==> config.mk <==
export PLATFORM = sky130hd
export DESIGN_NAME = bus_burst_reader
export DESIGN_NICKNAME = d
export VERILOG_FILES = /design/src/rtl/bus_burst_reader_pkg.sv /design/src/rtl/bus_burst_reader_word_fifo.sv /design/src/rtl/bus_burst_reader.sv
export SDC_FILE = /design/constraint.sdc
export NUM_CORES = 1
export LEC_CHECK = 0
export ABC_CLOCK_PERIOD_IN_PS = 3000
export CORE_UTILIZATION = 30
export DETAILED_ROUTE_END_ITERATION = 10
export GPL_TIMING_DRIVEN = 0
export HOLD_SLACK_MARGIN = 0.1
export PLACE_DENSITY = 0.54
export SYNTH_ARGS = -nofsm -noshare
export SYNTH_HDL_FRONTEND = slang
export SYNTH_HIERARCHICAL = 1
export SYNTH_SLANG_ARGS = --single-unit
==> constraint.sdc <==
create_clock -name read_clk -period 3 [get_ports read_clk]
set_clock_uncertainty 0.2 [all_clocks]
set_input_delay 0.3 -clock read_clk [delete_from_list [all_inputs] [get_ports read_clk]]
set_output_delay 0.3 -clock read_clk [all_outputs]
set_load 0.01 [all_outputs]
==> src/rtl/bus_burst_reader_pkg.sv <==
// bus_burst_reader_pkg
//   Shared bus constants for the burst reader and its output buffer:
//   word/address width, the unmapped address driven while no read is
//   issued, default buffer depth, request length encoding and the FSM
//   state codes. Address-range constants live here only.
package bus_burst_reader_pkg;

  localparam int WORD_SIZE  = 16;
  localparam logic [WORD_SIZE-1:0] IDLE_ADDR = 16'h0000;
  localparam int FIFO_DEPTH = 4;

  // Request length field and the one-bit-wider burst word count
  // (a length field of zero means a full 256-word burst).
  localparam int LEN_W   = 8;
  localparam int BURST_W = LEN_W + 1;

  localparam logic [1:0] ST_IDLE  = 2'd0;
  localparam logic [1:0] ST_ISSUE = 2'd1;
  localparam logic [1:0] ST_DRAIN = 2'd2;

  // Convert the request length field into an actual word count.
  function automatic logic [BURST_W-1:0] burstWords(input logic [LEN_W-1:0] len);
    return (len == '0) ? {1'b1, {LEN_W{1'b0}}} : {1'b0, len};
  endfunction

endpackage

==> src/rtl/bus_burst_reader_word_fifo.sv <==
// word_fifo
//   Synchronous output buffer for returned bus words.
//   Ports:
//     read_clk  - clock, all state on posedge
//     reset     - asynchronous active-high reset, empties the buffer
//     push_i    - write wdata_i this cycle
//     wdata_i   - word to write
//     pop_i     - drop the head word this cycle
//     rdata_o   - head word (held until popped)
//     empty_o   - no words buffered
//     count_o   - number of buffered words
module word_fifo #(
  parameter int WIDTH = 16,
  parameter int DEPTH = 4
) (
  input  logic                         read_clk,
  input  logic                         reset,
  input  logic                         push_i,
  input  logic [WIDTH-1:0]             wdata_i,
  input  logic                         pop_i,
  output logic [WIDTH-1:0]             rdata_o,
  output logic                         empty_o,
  output logic [$clog2(DEPTH+1)-1:0]   count_o
);

  localparam int PTR_W = (DEPTH > 1) ? $clog2(DEPTH) : 1;
  localparam int CNT_W = $clog2(DEPTH+1);

  logic [WIDTH-1:0] mem_q [DEPTH];
  logic [PTR_W-1:0] wrPtr_q;
  logic [PTR_W-1:0] rdPtr_q;
  logic [CNT_W-1:0] count_q;
  logic             full;
  logic             doPush;
  logic             doPop;

  function automatic logic [PTR_W-1:0] nextPtr(input logic [PTR_W-1:0] p);
    return (p == PTR_W'(DEPTH-1)) ? '0 : p + PTR_W'(1);
  endfunction

  assign full    = (count_q == CNT_W'(DEPTH));
  assign empty_o = (count_q == '0);
  assign count_o = count_q;
  assign rdata_o = mem_q[rdPtr_q];

  // A push into a full buffer is only legal when the head leaves in the
  // same cycle; otherwise the word is dropped and the assertion fires.
  assign doPop  = pop_i && !empty_o;
  assign doPush = push_i && (!full || doPop);

  // Storage carries no reset; only pointers and count define contents.
  always_ff @(posedge read_clk) begin
    if (doPush) begin
      mem_q[wrPtr_q] <= wdata_i;
    end
  end

  always_ff @(posedge read_clk or posedge reset) begin
    if (reset) begin
      wrPtr_q <= '0;
      rdPtr_q <= '0;
      count_q <= '0;
    end else begin
      if (doPush) begin
        wrPtr_q <= nextPtr(wrPtr_q);
      end
      if (doPop) begin
        rdPtr_q <= nextPtr(rdPtr_q);
      end
      case ({doPush, doPop})
        2'b10:   count_q <= count_q + CNT_W'(1);
        2'b01:   count_q <= count_q - CNT_W'(1);
        default: count_q <= count_q;
      endcase
    end
  end

  noOverflow: assert property (@(posedge read_clk) disable iff (reset)
                               !(push_i && full && !pop_i));

endmodule

==> src/rtl/bus_burst_reader.sv <==
// bus_burst_reader
//   Accepts a burst request (start address, length), issues consecutive
//   read addresses on read_bus while buffer credit allows, captures the
//   returned data_bus word one cycle after each issued address, and hands
//   the words to a valid/ready consumer, flagging the final one.
//   Ports:
//     read_clk, reset      - clock and asynchronous active-high reset
//     req_valid/req_ready  - request handshake; req_addr, req_len (0=256)
//     read_bus             - issued read address (IDLE_ADDR when none)
//     data_bus             - sampled read data from the responder
//     out_valid/out_ready  - output handshake; out_data, out_last
//     busy                 - burst in progress
//     done                 - one-cycle pulse after the final word is taken
module bus_burst_reader
  import bus_burst_reader_pkg::*;
#(
  parameter int WORD_SIZE  = bus_burst_reader_pkg::WORD_SIZE,
  parameter int FIFO_DEPTH = bus_burst_reader_pkg::FIFO_DEPTH,
  parameter logic [WORD_SIZE-1:0] IDLE_ADDR = bus_burst_reader_pkg::IDLE_ADDR
) (
  input  logic                 reset,
  input  logic                 read_clk,
  input  logic                 req_valid,
  output logic                 req_ready,
  input  logic [WORD_SIZE-1:0] req_addr,
  input  logic [LEN_W-1:0]     req_len,
  output logic [WORD_SIZE-1:0] read_bus,
  input  logic [WORD_SIZE-1:0] data_bus,
  output logic                 out_valid,
  input  logic                 out_ready,
  output logic [WORD_SIZE-1:0] out_data,
  output logic                 out_last,
  output logic                 busy,
  output logic                 done
);

  localparam int CNT_W = $clog2(FIFO_DEPTH+1);
  localparam logic [CNT_W:0] DEPTH_L = (CNT_W+1)'(FIFO_DEPTH);

  logic [1:0]           state_q,     state_d;
  logic [WORD_SIZE-1:0] addr_q,      addr_d;
  logic [BURST_W-1:0]   issueLeft_q, issueLeft_d;
  logic [BURST_W-1:0]   burstLen_q,  burstLen_d;
  logic [BURST_W-1:0]   popCnt_q,    popCnt_d;
  logic                 done_q,      done_d;
  logic                 inflight_q;

  logic [CNT_W-1:0]     fifoCount;
  logic                 fifoEmpty;
  logic [CNT_W:0]       occupancy;
  logic                 credit;
  logic                 accept;
  logic                 issue;
  logic                 pop;

  // Credit counts words already buffered plus the one whose data is still
  // on its way back, so every issued address is guaranteed a buffer slot.
  assign occupancy = {1'b0, fifoCount} + {{CNT_W{1'b0}}, inflight_q};
  assign credit    = (occupancy < DEPTH_L);

  assign accept    = (state_q == ST_IDLE) && req_valid;
  assign issue     = (state_q == ST_ISSUE) && credit;
  assign read_bus  = issue ? addr_q : IDLE_ADDR;

  assign req_ready = (state_q == ST_IDLE);
  assign busy      = (state_q != ST_IDLE);
  assign done      = done_q;

  assign out_valid = !fifoEmpty;
  assign pop       = out_valid && out_ready;
  // The head word's ordinal within the burst is one more than the number
  // of words already handed out.
  assign out_last  = out_valid && ((popCnt_q + BURST_W'(1)) == burstLen_q);

  always_comb begin
    state_d     = state_q;
    addr_d      = addr_q;
    issueLeft_d = issueLeft_q;
    burstLen_d  = burstLen_q;
    popCnt_d    = pop ? popCnt_q + BURST_W'(1) : popCnt_q;
    done_d      = 1'b0;
    case (state_q)
      ST_IDLE: begin
        if (accept) begin
          addr_d      = req_addr;
          issueLeft_d = burstWords(req_len);
          burstLen_d  = burstWords(req_len);
          popCnt_d    = '0;
          state_d     = ST_ISSUE;
        end
      end
      ST_ISSUE: begin
        if (issue) begin
          addr_d      = addr_q + WORD_SIZE'(1);
          issueLeft_d = issueLeft_q - BURST_W'(1);
          if (issueLeft_q == BURST_W'(1)) begin
            state_d = ST_DRAIN;
          end
        end
      end
      ST_DRAIN: begin
        // The final word is always captured after the last issue, so its
        // handshake can only ever happen here.
        if (pop && out_last) begin
          done_d  = 1'b1;
          state_d = ST_IDLE;
        end
      end
      default: state_d = ST_IDLE;
    endcase
  end

  always_ff @(posedge read_clk or posedge reset) begin
    if (reset) begin
      state_q     <= ST_IDLE;
      addr_q      <= '0;
      issueLeft_q <= '0;
      burstLen_q  <= '0;
      popCnt_q    <= '0;
      done_q      <= 1'b0;
      inflight_q  <= 1'b0;
    end else begin
      state_q     <= state_d;
      addr_q      <= addr_d;
      issueLeft_q <= issueLeft_d;
      burstLen_q  <= burstLen_d;
      popCnt_q    <= popCnt_d;
      done_q      <= done_d;
      inflight_q  <= issue;
    end
  end

  // The responder samples read_bus on one edge and presents data before
  // the next; inflight_q marks exactly those cycles worth capturing.
  word_fifo #(
    .WIDTH (WORD_SIZE),
    .DEPTH (FIFO_DEPTH)
  ) u_fifo (
    .read_clk (read_clk),
    .reset    (reset),
    .push_i   (inflight_q),
    .wdata_i  (data_bus),
    .pop_i    (pop),
    .rdata_o  (out_data),
    .empty_o  (fifoEmpty),
    .count_o  (fifoCount)
  );

endmodule
==> metrics.yaml <==
status: "complete, no violations"
ys_ff_latch: 118
tightest_slew_ns: 0.647
critical_path_class: "reg2out"
grt_overflow: 0
dpl-instance-area_um2: 6780
grt_pass1_vias: 4382
wire_per_inst_um: 16.7
utilization: 0.412
swShare: 0.357
routed_wl_um: 13800
layout_setup_ws_ns: 0.0963
grt_pass1_wl_um: 22500
cap_viol_max_count: 0
vias: 4259
multi_input_area_um2: 2250
dp_hpwl_um: 9520
cp_slowest_cell: "or4_4"
synth_edf_count: 64
layout_commonest_cell: "clkdlybuf4s50_1"
hold_violations: 0
synthToLayoutAreaGrowth_pct: 32.4
worst-path-max-fanout: 9
period_share: 0.968
clk_latency_ns: 0.42
final_layout_size_suffix_gt1_frac: 0.158
gp_congestion: 0.829
antenna_cells: 0
synthFlopType: "edfxtp_1"
critPathTopFamily: "simple AND/OR/NAND/NOR gates"
cts_tree: "built"
synth.distinct_cells: 61
drc_errors: 0
first_iter_violations: 210
vias_per_cell: 5.13
coreArea_um2: 18200
p_switching_mw: 2.92
powerDensity_nw_per_um2: 1090
syn_area_um2: 5670
ys_warn_count: 6
clk_path_buf_depth: 2
fp-row-count: 49
antenna_found_initial: 0
dp_slack_ns: -0.405
clkPwrFrac: 0.258
cp.buffers_inverters: 1
root_buffer: "clkbuf_16"
fmax_mhz: 344
cts_buffers: 17
synthesis.nets: 535
power_frac_seq: 0.327
hold_class: "in2reg"
io_pins: 81
crit_chain: "nand3_4, o21a_1, or4_4, a2111oi_4, buf_2"
combPwrFrac: 0.414
fin_area_um2: 7500
max_stage_delay_ns: 0.54
p_int_mw: 5.28
ys_seq_area_frac: 0.577
min_period_ns: 2.90
dieArea_um2: 19400
die_w_um: 139
ant_nets: 0
timing.critical_path.to_type: "output pin"
grt_usage: 0.149
regArea_um2: 3280
syn_inst: 481
cp-start-kind: "register"
slew_headroom: 0.568
clkSlewWorstSetupHoldPaths_ns: 0.06
ys_async_sr_fraction: 0.458
nets: 643
rsz0062_at_grt: "no"
initial_core_util: 0.311
cts.sinks: 118
portBuffers: 80
vdd_ir_drop_max_mv: 0.550
htreeDepth: 4
grt_max_degree: 41
p_leak_nw: 2.86
slew_viol_final: 0
tns_ns: 0
setup_viol: 0
final_cell_mix: "clkdlybuf4s50_1 (79), edfxtp_1 (64), nand2_1 (51)"
power.total_mw: 8.20
worstPathRequired_ns: 2.50
firstDrtPassIters: 5
fp.dieH_um: 139
worstPathArrival_ns: 2.40
fill_cells: 1728
syn_area_per_cell_um2: 11.8
[through the flow]
| stage | hold slack [ns] | std cells |
|---|---|---|
| 2_1_floorplan | -0.0966 | 481 |
| 3_3_place_gp | 0.294 | 790 |
| 3_5_place_dp | 0.293 | 791 |
| 4_1_cts | 0.274 | 823 |
| 5_1_grt | 0.281 | 831 |
| 6_report | 0.290 | 831 |
[sequential cells by signal, indices dropped and copies added, names as in the netlist, 2 cells and up]
register / count
u_fifo/mem_q: 64
addr_q: 16
burstLen_q: 9
issueLeft_q: 9
popCnt_q: 9
u_fifo/count_o: 3
state_q: 2
u_fifo/rdPtr_q: 2
u_fifo/wrPtr_q: 2
[routing by layer]
layer | vias up | wire length (µm) | global-route usage | part of all wire
li1 | 2008 | - | - | -
met1 | 2106 | 6250 | 0.190 | 0.45
met2 | 131 | 6760 | 0.248 | 0.49
met3 | 14 | 676 | 0.0354 | 0.049
met4 | 0 | 151 | 0.0544 | 0.011
met5 | - | 0 | 0 | 0
[synth_stat cells (6+ instances only)]
library cell	number	area share
a21oi_1	26	0.023
and3_1	24	0.026
clkbuf_1	18	0.012
dfrtp_1	54	0.24
edfxtp_1	64	0.34
ha_1	9	0.020
inv_1	19	0.013
mux4_2	16	0.064
nand2_1	54	0.036
nand3_1	13	0.011
nor2_1	42	0.028
nor3_1	11	0.0097
nor4_1	6	0.0066
o21ai_0	25	0.022
o22a_1	8	0.012
xnor2_1	10	0.015
xor2_1	8	0.012
[final cells by class]
cell class | count | share of cell area
flip-flops and latches | 118 | 0.437
repair buffers | 90 | 0.118
multi-input cells | 320 | 0.300
well taps | 229 | 0.0382
clock buffers | 17 | 0.0567
clock inverters | 15 | 0.0257
inverters | 20 | 0.0103
plain buffers | 22 | 0.0142
[cell families after synthesis]
logic type	Yosys count	synth area share
fa+ha+maj	10	0.0234
simple gates	177	0.155
buf+inv	43	0.0316
xor+xnor	18	0.0278
mux	22	0.0764
flops	118	0.577
compound gates	93	0.109
[power by group through the flow]
stage	Sequential (mW)	Clock [mW]	Combinational, mW
global placement	2.69	0	3.21
detailed placement	2.72	0	3.28
CTS	2.70	2.16	3.33
floorplan	2.60	0	2.08
global route	2.75	2.23	3.72
finish	2.68	2.12	3.40
[final timing paths]
kind / from / endpoint / slack, ns / depth (start not counted)
max: popCnt_q[0]$_DFF_PP0_ / out_last / 0.1 / 5
min: req_addr[1] / addr_q[1]$_DFFE_PP0P_ / 0.29 / 3
max reg2reg: u_fifo/count_o[2]$_DFFE_PP0P_ / u_fifo/count_o[2]$_DFFE_PP0P_ / 0.21 / 11
min reg2reg: burstLen_q[6]$_DFFE_PP0P_ / burstLen_q[6]$_DFFE_PP0P_ / 0.30 / 2
max in group asynchronous: reset / popCnt_q[2]$_DFF_PP0_ / 1.58 / 4
min in group asynchronous: reset / addr_q[9]$_DFFE_PP0P_ / 0.53 / 3
[timing repair]
action,in CTS,in global routing
setup buffers,0,8
hold buffers,1,0
gates resized for setup,20,11
pin swaps,1,2
setup endpoints to repair,78,77
hold endpoints to repair,14,0
[worst reg2reg max path, stage by stage, from the launching register on]
cell and delay (ns):
dfrtp_2 0.43, or3_1 0.18, inv_1 0.10, inv_1 0.09, nand2_2 0.11, inv_4 0.11, buf_6 0.13, nand3b_1 0.11
fa_1 0.42, or3b_1 0.37, and3_1 0.19, a221o_1 0.25
(Power assumes the default switching activity.)
